--- src/rtl/spi_slave_rx_tx.sv ---
// SPI mode-0 slave: oversampled pins, RX FIFO with valid/ready, staged TX word shifted out MSB first.
// Build option SPI_SLAVE_ECHO_EN: unstaged frames send back the last word pushed into the RX FIFO.
module spi_slave_rx_tx #(
    parameter int unsigned           DATA_WIDTH = 8,
    parameter int unsigned           FIFO_DEPTH = 4,
    parameter logic [DATA_WIDTH-1:0] IDLE_WORD  = '0
) (
    input  logic                  clk,
    input  logic                  rst_n,
    input  logic                  sclk,
    input  logic                  ss,
    input  logic                  mosi,
    output logic                  miso,
    input  logic [DATA_WIDTH-1:0] tx_data,
    input  logic                  tx_valid,
    output logic                  tx_ready,
    output logic [DATA_WIDTH-1:0] rx_data,
    output logic                  rx_valid,
    input  logic                  rx_ready,
    output logic                  busy,
    output logic                  rx_overflow,
    output logic                  frame_abort
);

    localparam int unsigned AW   = $clog2(FIFO_DEPTH);
    localparam int unsigned CNTW = AW + 1;
    localparam int unsigned CW   = $clog2(DATA_WIDTH + 1);

    typedef enum logic [1:0] {StIdle, StShift, StDone} state_e;

    state_e                state_q, state_d;
    logic [2:0]            sclk_sync_q, sclk_sync_d;
    logic [2:0]            ss_sync_q, ss_sync_d;
    logic [1:0]            mosi_sync_q, mosi_sync_d;
    logic [1:0]            settle_q, settle_d;
    logic                  armed_q, armed_d;
    logic [DATA_WIDTH-1:0] shift_tx_q, shift_tx_d;
    logic [DATA_WIDTH-1:0] shift_rx_q, shift_rx_d;
    logic [CW-1:0]         bit_cnt_q, bit_cnt_d;
    logic [DATA_WIDTH-1:0] hold_q, hold_d;
    logic                  hold_full_q, hold_full_d;
    logic [DATA_WIDTH-1:0] mem_q [FIFO_DEPTH];
    logic [DATA_WIDTH-1:0] mem_d [FIFO_DEPTH];
    logic [AW-1:0]         wr_ptr_q, wr_ptr_d, rd_ptr_q, rd_ptr_d;
    logic [CNTW-1:0]       count_q, count_d;
    logic                  ovf_q, ovf_d, abort_q, abort_d;
    logic                  sclk_rise, sclk_fall, ss_fall, ss_rise;
    logic                  push, pop, full, push_ok;
    logic [DATA_WIDTH-1:0] fallback_word;
`ifdef SPI_SLAVE_ECHO_EN
    logic [DATA_WIDTH-1:0] echo_q, echo_d;
`endif

    assign sclk_rise = sclk_sync_q[1] & ~sclk_sync_q[2];
    assign sclk_fall = ~sclk_sync_q[1] & sclk_sync_q[2];
    assign ss_fall   = ~ss_sync_q[1] & ss_sync_q[2];
    assign ss_rise   = ss_sync_q[1] & ~ss_sync_q[2];

`ifdef SPI_SLAVE_ECHO_EN
    assign fallback_word = echo_q;
`else
    assign fallback_word = IDLE_WORD;
`endif

    always_comb begin
        sclk_sync_d = {sclk_sync_q[1:0], sclk};
        ss_sync_d   = {ss_sync_q[1:0], ss};
        mosi_sync_d = {mosi_sync_q[0], mosi};
        // Only arm after the freshly reset synchroniser has seen ss genuinely high,
        // so a reset released mid-frame cannot fake an ss falling edge.
        settle_d    = (settle_q == 2'd3) ? settle_q : settle_q + 2'd1;
        armed_d     = armed_q | ((settle_q == 2'd3) & ss_sync_q[1]);
        state_d     = state_q;
        shift_tx_d  = shift_tx_q;
        shift_rx_d  = shift_rx_q;
        bit_cnt_d   = bit_cnt_q;
        hold_d      = hold_q;
        hold_full_d = hold_full_q;
        abort_d     = 1'b0;
        push        = 1'b0;

        if (tx_valid && !hold_full_q) begin
            hold_d      = tx_data;
            hold_full_d = 1'b1;
        end

        case (state_q)
            StIdle: begin
                if (ss_fall && armed_q) begin
                    state_d    = StShift;
                    bit_cnt_d  = '0;
                    shift_rx_d = '0;
                    if (hold_full_q) begin
                        shift_tx_d  = hold_q;
                        hold_full_d = 1'b0;
                    end else begin
                        shift_tx_d = fallback_word;
                    end
                end
            end
            StShift: begin
                if (bit_cnt_q == CW'(DATA_WIDTH)) begin
                    push    = 1'b1;
                    state_d = StDone;
                end else if (ss_rise) begin
                    state_d = StIdle;
                    abort_d = (bit_cnt_q != '0);
                end else begin
                    if (sclk_rise) begin
                        shift_rx_d = {shift_rx_q[DATA_WIDTH-2:0], mosi_sync_q[1]};
                        bit_cnt_d  = bit_cnt_q + CW'(1);
                    end
                    if (sclk_fall) begin
                        shift_tx_d = {shift_tx_q[DATA_WIDTH-2:0], 1'b0};
                    end
                end
            end
            StDone: begin
                if (ss_rise) begin
                    state_d = StIdle;
                end
            end
            default: state_d = StIdle;
        endcase
    end

    // RX FIFO: a pop frees the slot in the same cycle, so push-while-full succeeds when popping.
    assign pop     = (count_q != '0) & rx_ready;
    assign full    = (count_q == CNTW'(FIFO_DEPTH));
    assign push_ok = push & (~full | pop);

    always_comb begin
        mem_d    = mem_q;
        wr_ptr_d = wr_ptr_q;
        rd_ptr_d = rd_ptr_q;
        count_d  = count_q;
        ovf_d    = push & full & ~pop;
`ifdef SPI_SLAVE_ECHO_EN
        echo_d   = echo_q;
`endif
        if (push_ok) begin
            mem_d[wr_ptr_q] = shift_rx_q;
            wr_ptr_d        = wr_ptr_q + AW'(1);
`ifdef SPI_SLAVE_ECHO_EN
            echo_d          = shift_rx_q;
`endif
        end
        if (pop) begin
            rd_ptr_d = rd_ptr_q + AW'(1);
        end
        case ({push_ok, pop})
            2'b10:   count_d = count_q + CNTW'(1);
            2'b01:   count_d = count_q - CNTW'(1);
            default: count_d = count_q;
        endcase
    end

    always_ff @(posedge clk or negedge rst_n) begin
        if (!rst_n) begin
            state_q     <= StIdle;
            sclk_sync_q <= 3'b000;
            ss_sync_q   <= 3'b111;
            mosi_sync_q <= 2'b00;
            settle_q    <= 2'd0;
            armed_q     <= 1'b0;
            shift_tx_q  <= '0;
            shift_rx_q  <= '0;
            bit_cnt_q   <= '0;
            hold_q      <= '0;
            hold_full_q <= 1'b0;
            mem_q       <= '{default: '0};
            wr_ptr_q    <= '0;
            rd_ptr_q    <= '0;
            count_q     <= '0;
            ovf_q       <= 1'b0;
            abort_q     <= 1'b0;
`ifdef SPI_SLAVE_ECHO_EN
            echo_q      <= IDLE_WORD;
`endif
        end else begin
            state_q     <= state_d;
            sclk_sync_q <= sclk_sync_d;
            ss_sync_q   <= ss_sync_d;
            mosi_sync_q <= mosi_sync_d;
            settle_q    <= settle_d;
            armed_q     <= armed_d;
            shift_tx_q  <= shift_tx_d;
            shift_rx_q  <= shift_rx_d;
            bit_cnt_q   <= bit_cnt_d;
            hold_q      <= hold_d;
            hold_full_q <= hold_full_d;
            mem_q       <= mem_d;
            wr_ptr_q    <= wr_ptr_d;
            rd_ptr_q    <= rd_ptr_d;
            count_q     <= count_d;
            ovf_q       <= ovf_d;
            abort_q     <= abort_d;
`ifdef SPI_SLAVE_ECHO_EN
            echo_q      <= echo_d;
`endif
        end
    end

    assign miso        = (state_q != StIdle) && shift_tx_q[DATA_WIDTH-1];
    assign tx_ready    = ~hold_full_q;
    assign rx_data     = mem_q[rd_ptr_q];
    assign rx_valid    = (count_q != '0);
    assign busy        = (state_q != StIdle);
    assign rx_overflow = ovf_q;
    assign frame_abort = abort_q;

endmodule

--- config.mk ---
export PLATFORM = sky130hd
export DESIGN_NAME = spi_slave_rx_tx
export DESIGN_NICKNAME = d
export VERILOG_FILES = /design/src/rtl/spi_slave_rx_tx.sv
export SDC_FILE = /design/constraint.sdc
export NUM_CORES = 1
export LEC_CHECK = 0
export ABC_CLOCK_PERIOD_IN_PS = 2300
export CELL_PAD_IN_SITES_DETAIL_PLACEMENT = 0
export CELL_PAD_IN_SITES_GLOBAL_PLACEMENT = 1
export CORE_MARGIN = 2
export CORE_UTILIZATION = 43
export DETAILED_ROUTE_END_ITERATION = 6
export HOLD_SLACK_MARGIN = 0.1
export PLACE_DENSITY_LB_ADDON = 0.1
export SLEW_MARGIN = 15
export SYNTH_ARGS = -nofsm -noshare
export SYNTH_HDL_FRONTEND = slang
export SYNTH_SLANG_ARGS = --single-unit
--- constraint.sdc ---
create_clock -name clk -period 2.3 [get_ports clk]
set_input_delay 0.345 -clock clk [delete_from_list [all_inputs] [get_ports clk]]
set_output_delay 0.345 -clock clk [all_outputs]
set_load 0.1 [all_outputs]
Yosys cells after proc, flatten, opt, wreduce, memory -nomap -nowiden
Cells that the tools add are included. W data, S select, Z words.

Reduce and logical (&&, ||, !) cells: 13. Eq/ne operators: 12. Bitwise operators: 20. Mux-type cells: 36. Multipliers: 0. Divide/modulo/power cells: 0. Add/sub/neg operators: 6. Magnitude comparators: 3. Shift operators: 0.

Operators with widths (number): $mux W8 (12); $bwmux W32 (1); $pmux W8 S2 (2); $bmux W8 S2 (1); $demux W8 S2 (1); $mux W4 (4); $ne A2 B2 Y1 const B (5); $reduce_and A5 Y1 (2); $and A1 B1 Y1 (9); $mux W1 (9); $pmux W4 S2 (1); $not A1 Y1 (7); $add A2 B1 Y2 const B (3); $eq A2 B2 Y1 const B (3); $ge A3 B3 Y1 const B (2); $mux W2 (3); $not A2 Y3 (2); $pmux W2 S3 (1); $pmux W3 S2 (1); $reduce_bool A2 Y1 (3); $add A4 B1 Y4 const B (1); $eq A2 B1 Y1 const B (2); $eq A4 B4 Y1 const B (1); $logic_and A1 B1 Y1 (4); other kinds (9) (10).

Input bits: 15. Bits in registers: 83. ROM bits: 0. Bits in latches: 0. RAM bits: 0. Memories: 0.

Longest topological paths before layout
Depth after elaboration: 6. Mapped depth: 11.

Least setup slack after synthesis
OpenSTA, ideal clock, no wires.

Kind: flip-flop to flip-flop. Start: register count_q[0]. End: register count_q[2]. Slack: -128 ps. Stages on the path, launching flop included: 9. Data arrival time: 2349 ps. Setup time: 79 ps. Data required time: 2221 ps. Path buffers: 0. Period minus slack after synthesis: 2428 ps. Cells stage by stage: dfrtp_1 > or3_1 > and2_1 > ha_1 > inv_1 > fa_1 > xor2_1 > nor2_1 > xor2_1.

Longest elaborated chain between the ends: 6. Elaborated cells on any way between the ends: 12.

RTL lines: start: declaration (line 45) `logic [CNTW-1:0] count_q, count_d;`; start signal: assignment (line 195) `count_q <= count_d;`; $reduce_bool A3 Y1 *; net rx_valid (line 18) `output logic rx_valid,`; $and A1 B1 Y1 * (line 128) `assign pop = (count_q != '0) & rx_ready;`; net pop (line 48) `logic push, pop, full, push_ok;`; $or A1 B1 Y1 (line 130) `assign push_ok = push & (~full | pop);`; $and A1 B1 Y1 (line 130); $eq A2 B1 Y1 / $eq A2 B2 Y1 (equally long branches) (line 151) `case ({push_ok, pop})`; $pmux W3 S2 / $reduce_bool A2 Y1 (equally long branches).

Mark *: on every way through the listed nets, which the timed path passes. The rest lies on a longest branch. A chain may end at the register's enable or synchronous reset.

Worst setup path in the final report
Start: input port rx_ready. End: register count_q[2].

Longest elaborated chain between the ends: 5. Elaborated cells on any way between the ends: 7.

RTL lines: start: declaration (line 19) `input logic rx_ready,`; $and A1 B1 Y1 * (line 128); $or A1 B1 Y1 (line 130); $and A1 B1 Y1 (line 130); $eq A2 B1 Y1 / $eq A2 B2 Y1 (equally long branches) (line 151); $pmux W3 S2 / $reduce_bool A2 Y1 (equally long branches).

Every way passes the cells marked *; elsewhere a longest branch is shown, timed or not.

==> results.sh <==
export IMPL_clk_pin_slew_worst_paths_ps=80
export IMPL_ys_flop_type="dfrtp_1"
export IMPL_fin_area_um2=4410
export IMPL_yosysTopAreaCellShare_pct=54.7
export IMPL_finalHoldViolCount=0
export IMPL_drc=0
export IMPL_cap_violations=0
export IMPL_grt_max_degree=37
export IMPL_core_um2=8220
export IMPL_gr_total_overflow=0
export IMPL_initial_core_util_pct=44.6
export IMPL_rsz0062_at_grt="yes"
export IMPL_end_kind="flop"
export IMPL_clock_skew_final_ps=7.87
export IMPL_avgViaCountPerCell=4.99
export IMPL_insertion_delay_ps=340
export IMPL_drive_gt1_share_pct=36.3
export IMPL_cts_root_buf="clkbuf_8"
export IMPL_fin_crit_ps=2190
export IMPL_cts_htree_levels=3
export IMPL_stdcell_count=422
export IMPL_cp_max_fo=2
export IMPL_start_kind="input pin"
export IMPL_postSynthCellCount=267
export IMPL_muxShareOfSynthArea_pct=23.3
export IMPL_dp_worst_setup_slack_ps=-271
export IMPL_required_ps=2560
export IMPL_grt_pass1_wl_mm=11.1
export IMPL_max_stage_delay_ps=490
export IMPL_ios=29
export IMPL_synth_distinct_cells=37
export IMPL_place_inst=406
export IMPL_hpwl_mm=4.29
export IMPL_status="completed"
export IMPL_power_density_nw_per_um2=901
export IMPL_crit_path_frequent_cell="xor2_1"
export IMPL_synth_top_family_by_area="multiplexers"
export IMPL_syn_mean_instance_area_um2=13.7
export IMPL_synth_seq_cells=83
export IMPL_tightest_slew_ps=554
export IMPL_cts_tree="done"
export IMPL_critical_path_class="in -> reg"
export IMPL_numCtsBuffers=9
export IMPL_antenna_found_initial=0
export IMPL_grt_pass1_vias=2201
export IMPL_finalMaxSlewViolations=0
export IMPL_yosysWarnings=0
export IMPL_port_buffers=28
export IMPL_route_vias_total=2107
export IMPL_routed_wl_mm=6.45
export IMPL_clockBufferDepth=2
export IMPL_synth_area_leaders="dfrtp_1 55%, mux2_2 14%, mux4_2 4.9%"
export IMPL_slowest_stage="or4b_4"
export IMPL_synth_compound_area_share_pct=1.67
export IMPL_async_flop_share_pct=100
export IMPL_power_uw=3980
export IMPL_grt_usage_pct=16.1
export IMPL_fp_dieW_um=96.3
export IMPL_synth_yosys_seq_area_share_pct=56.8
export IMPL_cts_sinks=83
export IMPL_die_height_um=96.3
export IMPL_crit_family="simple AND/OR/NAND/NOR gates"
export IMPL_min_path_type="reg -> reg"
export IMPL_max_slew_margin_pct=63.0
export IMPL_synth_xor_area_share_pct=2.15
export IMPL_drtIter0Drc=88
export IMPL_gp_congestion=0.676
export IMPL_ant_nets=0
export IMPL_drtPass1Iterations=4
export IMPL_diodes=0
export IMPL_synth_simple_gate_area_share_pct=9.88
export IMPL_crit_buf_inv=3
export IMPL_p_leak_uw=0.00210
export IMPL_fin_ws_ps=108
export IMPL_die_area_um2=9270
export IMPL_setup_viol=0
export IMPL_synth_adder_area_share_pct=3.28
export IMPL_synth_edf_count=0
export IMPL_syn_area_um2=3660
export IMPL_wire_per_inst_um=15.3
export IMPL_cp_depth=10
export IMPL_vdd_drop_max_mv=0.575
export IMPL_dpl_cell_area_um2=4210
export IMPL_num_nets_final=337
export IMPL_r2r_cells=9
export IMPL_hold_depth=0
export IMPL_yosys_area_top_type="dfrtp_1"
export IMPL_final_core_util_pct=53.7
export IMPL_max_freq_ghz=0.456
export IMPL_rows=33
export IMPL_finalCritPeriodShare_pct=95.3
export IMPL_syn_nets=291
export IMPL_arrival_ps=2460
export IMPL_area_growth_pct=20.5
export IMPL_crit_chain="clkdlybuf4s50_1 > or4b_4 > nor3b_4 > inv_1 > ha_2 > inv_2 > fa_2 > xor2_1 > nor2_1 > xor2_1"
power by group:
part	switching, uW	leakage [uW]	internal, uW	total [uW]
combinational	594	0.000934	501	1100
sequential	209	0.00108	1700	1910
clock	502	0.0000867	475	977
timing repair:
action / in CTS / in global routing
hold buffers: 1 / 0
buffers inserted: 0 / 0
gates resized for setup: 0 / 4
setup endpoints to repair: 0 / 1
hold endpoints to repair: 31 / 0
synthesized netlist by cell type (2+ instances only):
cell and number:
xor2_1 4, mux2i_1 10, buf_2 2, buf_1 2, inv_1 17, nand2_4 4
dfrtp_1 80, xnor2_1 5, mux4_2 8, clkbuf_1 3, and2_1 2, o21ai_0 2
nand2b_1 2, dfstp_2 3, nor2_1 3, nor3_1 2, a21o_1 2, nand3_1 9
ha_1 8, nor2b_1 3, mux2_2 46, nand3b_1 2, nand2_1 30, mux2_1 5
cell usage in the layout, fill, tap and decap left out, types with 3 or more instances in the layout:
cell type	instances
xor2_1	4
ha_1	7
buf_4	21
nand2_1	30
mux2_1	5
mux2_2	46
mux4_2	8
dfrtp_1	80
clkdlybuf4s50_1	13
buf_12	8
inv_1	16
clkbuf_8	12
nand2_4	4
mux2i_1	10
nor2_1	3
nand3_1	9
dfstp_2	3
nor2b_1	3
clkinvlp_4	3
xnor2_1	5
path summary, 6_finish.rpt:
check | startpoint | endpoint | slack, ps
hold reg to reg | mosi_sync_q[0] | mosi_sync_q[1] | 360
hold / removal | mosi_sync_q[0] | mosi_sync_q[1] | 360
min in group asynchronous | rst_n | mem_q[30] | 490
setup / recovery | rx_ready | count_q[2] | 110
setup reg to reg | count_q[1] | count_q[2] | 110
max in group asynchronous | rst_n | hold_q[0] | 1070
flip-flops by register name, summed over array words and instances, names as in the netlist:
name         count
armed_q          1
bit_cnt_q        4
count_q          3
frame_abort      1
hold_full_q      1
hold_q           8
mem_q           32
mosi_sync_q      2
rd_ptr_q         2
rx_overflow      1
sclk_sync_q      3
settle_q         2
shift_rx_q       8
shift_tx_q       8
ss_sync_q        3
state_q          2
wr_ptr_q         2
worst reg2reg max path: stages, from the launching register on:
cell     delay, ps
dfrtp_1        400
or4b_4         520
nor3b_4        170
inv_1           50
ha_2           180
inv_2           40
fa_2           340
xor2_1         150
nor2_1         130
xor2_1         140
logic make-up (layout without fill, tap and decap cells):
family                   after synthesis  count (layout)
multiplexers                          69              69
AO/OA/AOI/OAI                          8               8
buffers and inverters                 25              75
flip-flops                            83              83
XOR/XNOR                               9               9
adder cells (fa/ha/maj)                9               9
AND/OR/NAND/NOR                       64              64
final cells by class:
| class | count | area, um^2 |
|---|---|---|
| clock buffers | 12 | 165 |
| clock inverters | 3 | 22.5 |
| fillers | 706 | 3800 |
| inverters | 17 | 63.8 |
| multi-input cells | 159 | 1490 |
| flip-flops and latches | 83 | 2080 |
| well taps | 105 | 131 |
| repair buffers | 43 | 458 |
metrics by stage:
stage	hold slack, ps	TNS [ps]
floorplan	49.4	0
global placement	337	-251
detailed placement	339	-383
CTS	356	0
global route	363	-18.1
finish	357	0
layer usage:
| metal | GRT usage (%) | vias up | routed length [um] |
|---|---|---|---|
| met3 | 3.29 | 8 | 155 |
| met2 | 24.3 | 24 | 2930 |
| met1 | 22.7 | 1076 | 3260 |
| li1 | - | 999 | - |
| met4 | 6.43 | 0 | 99 |
| met5 | 0 | - | 0 |
No activity file was read; power rests on OpenSTA's default activity.
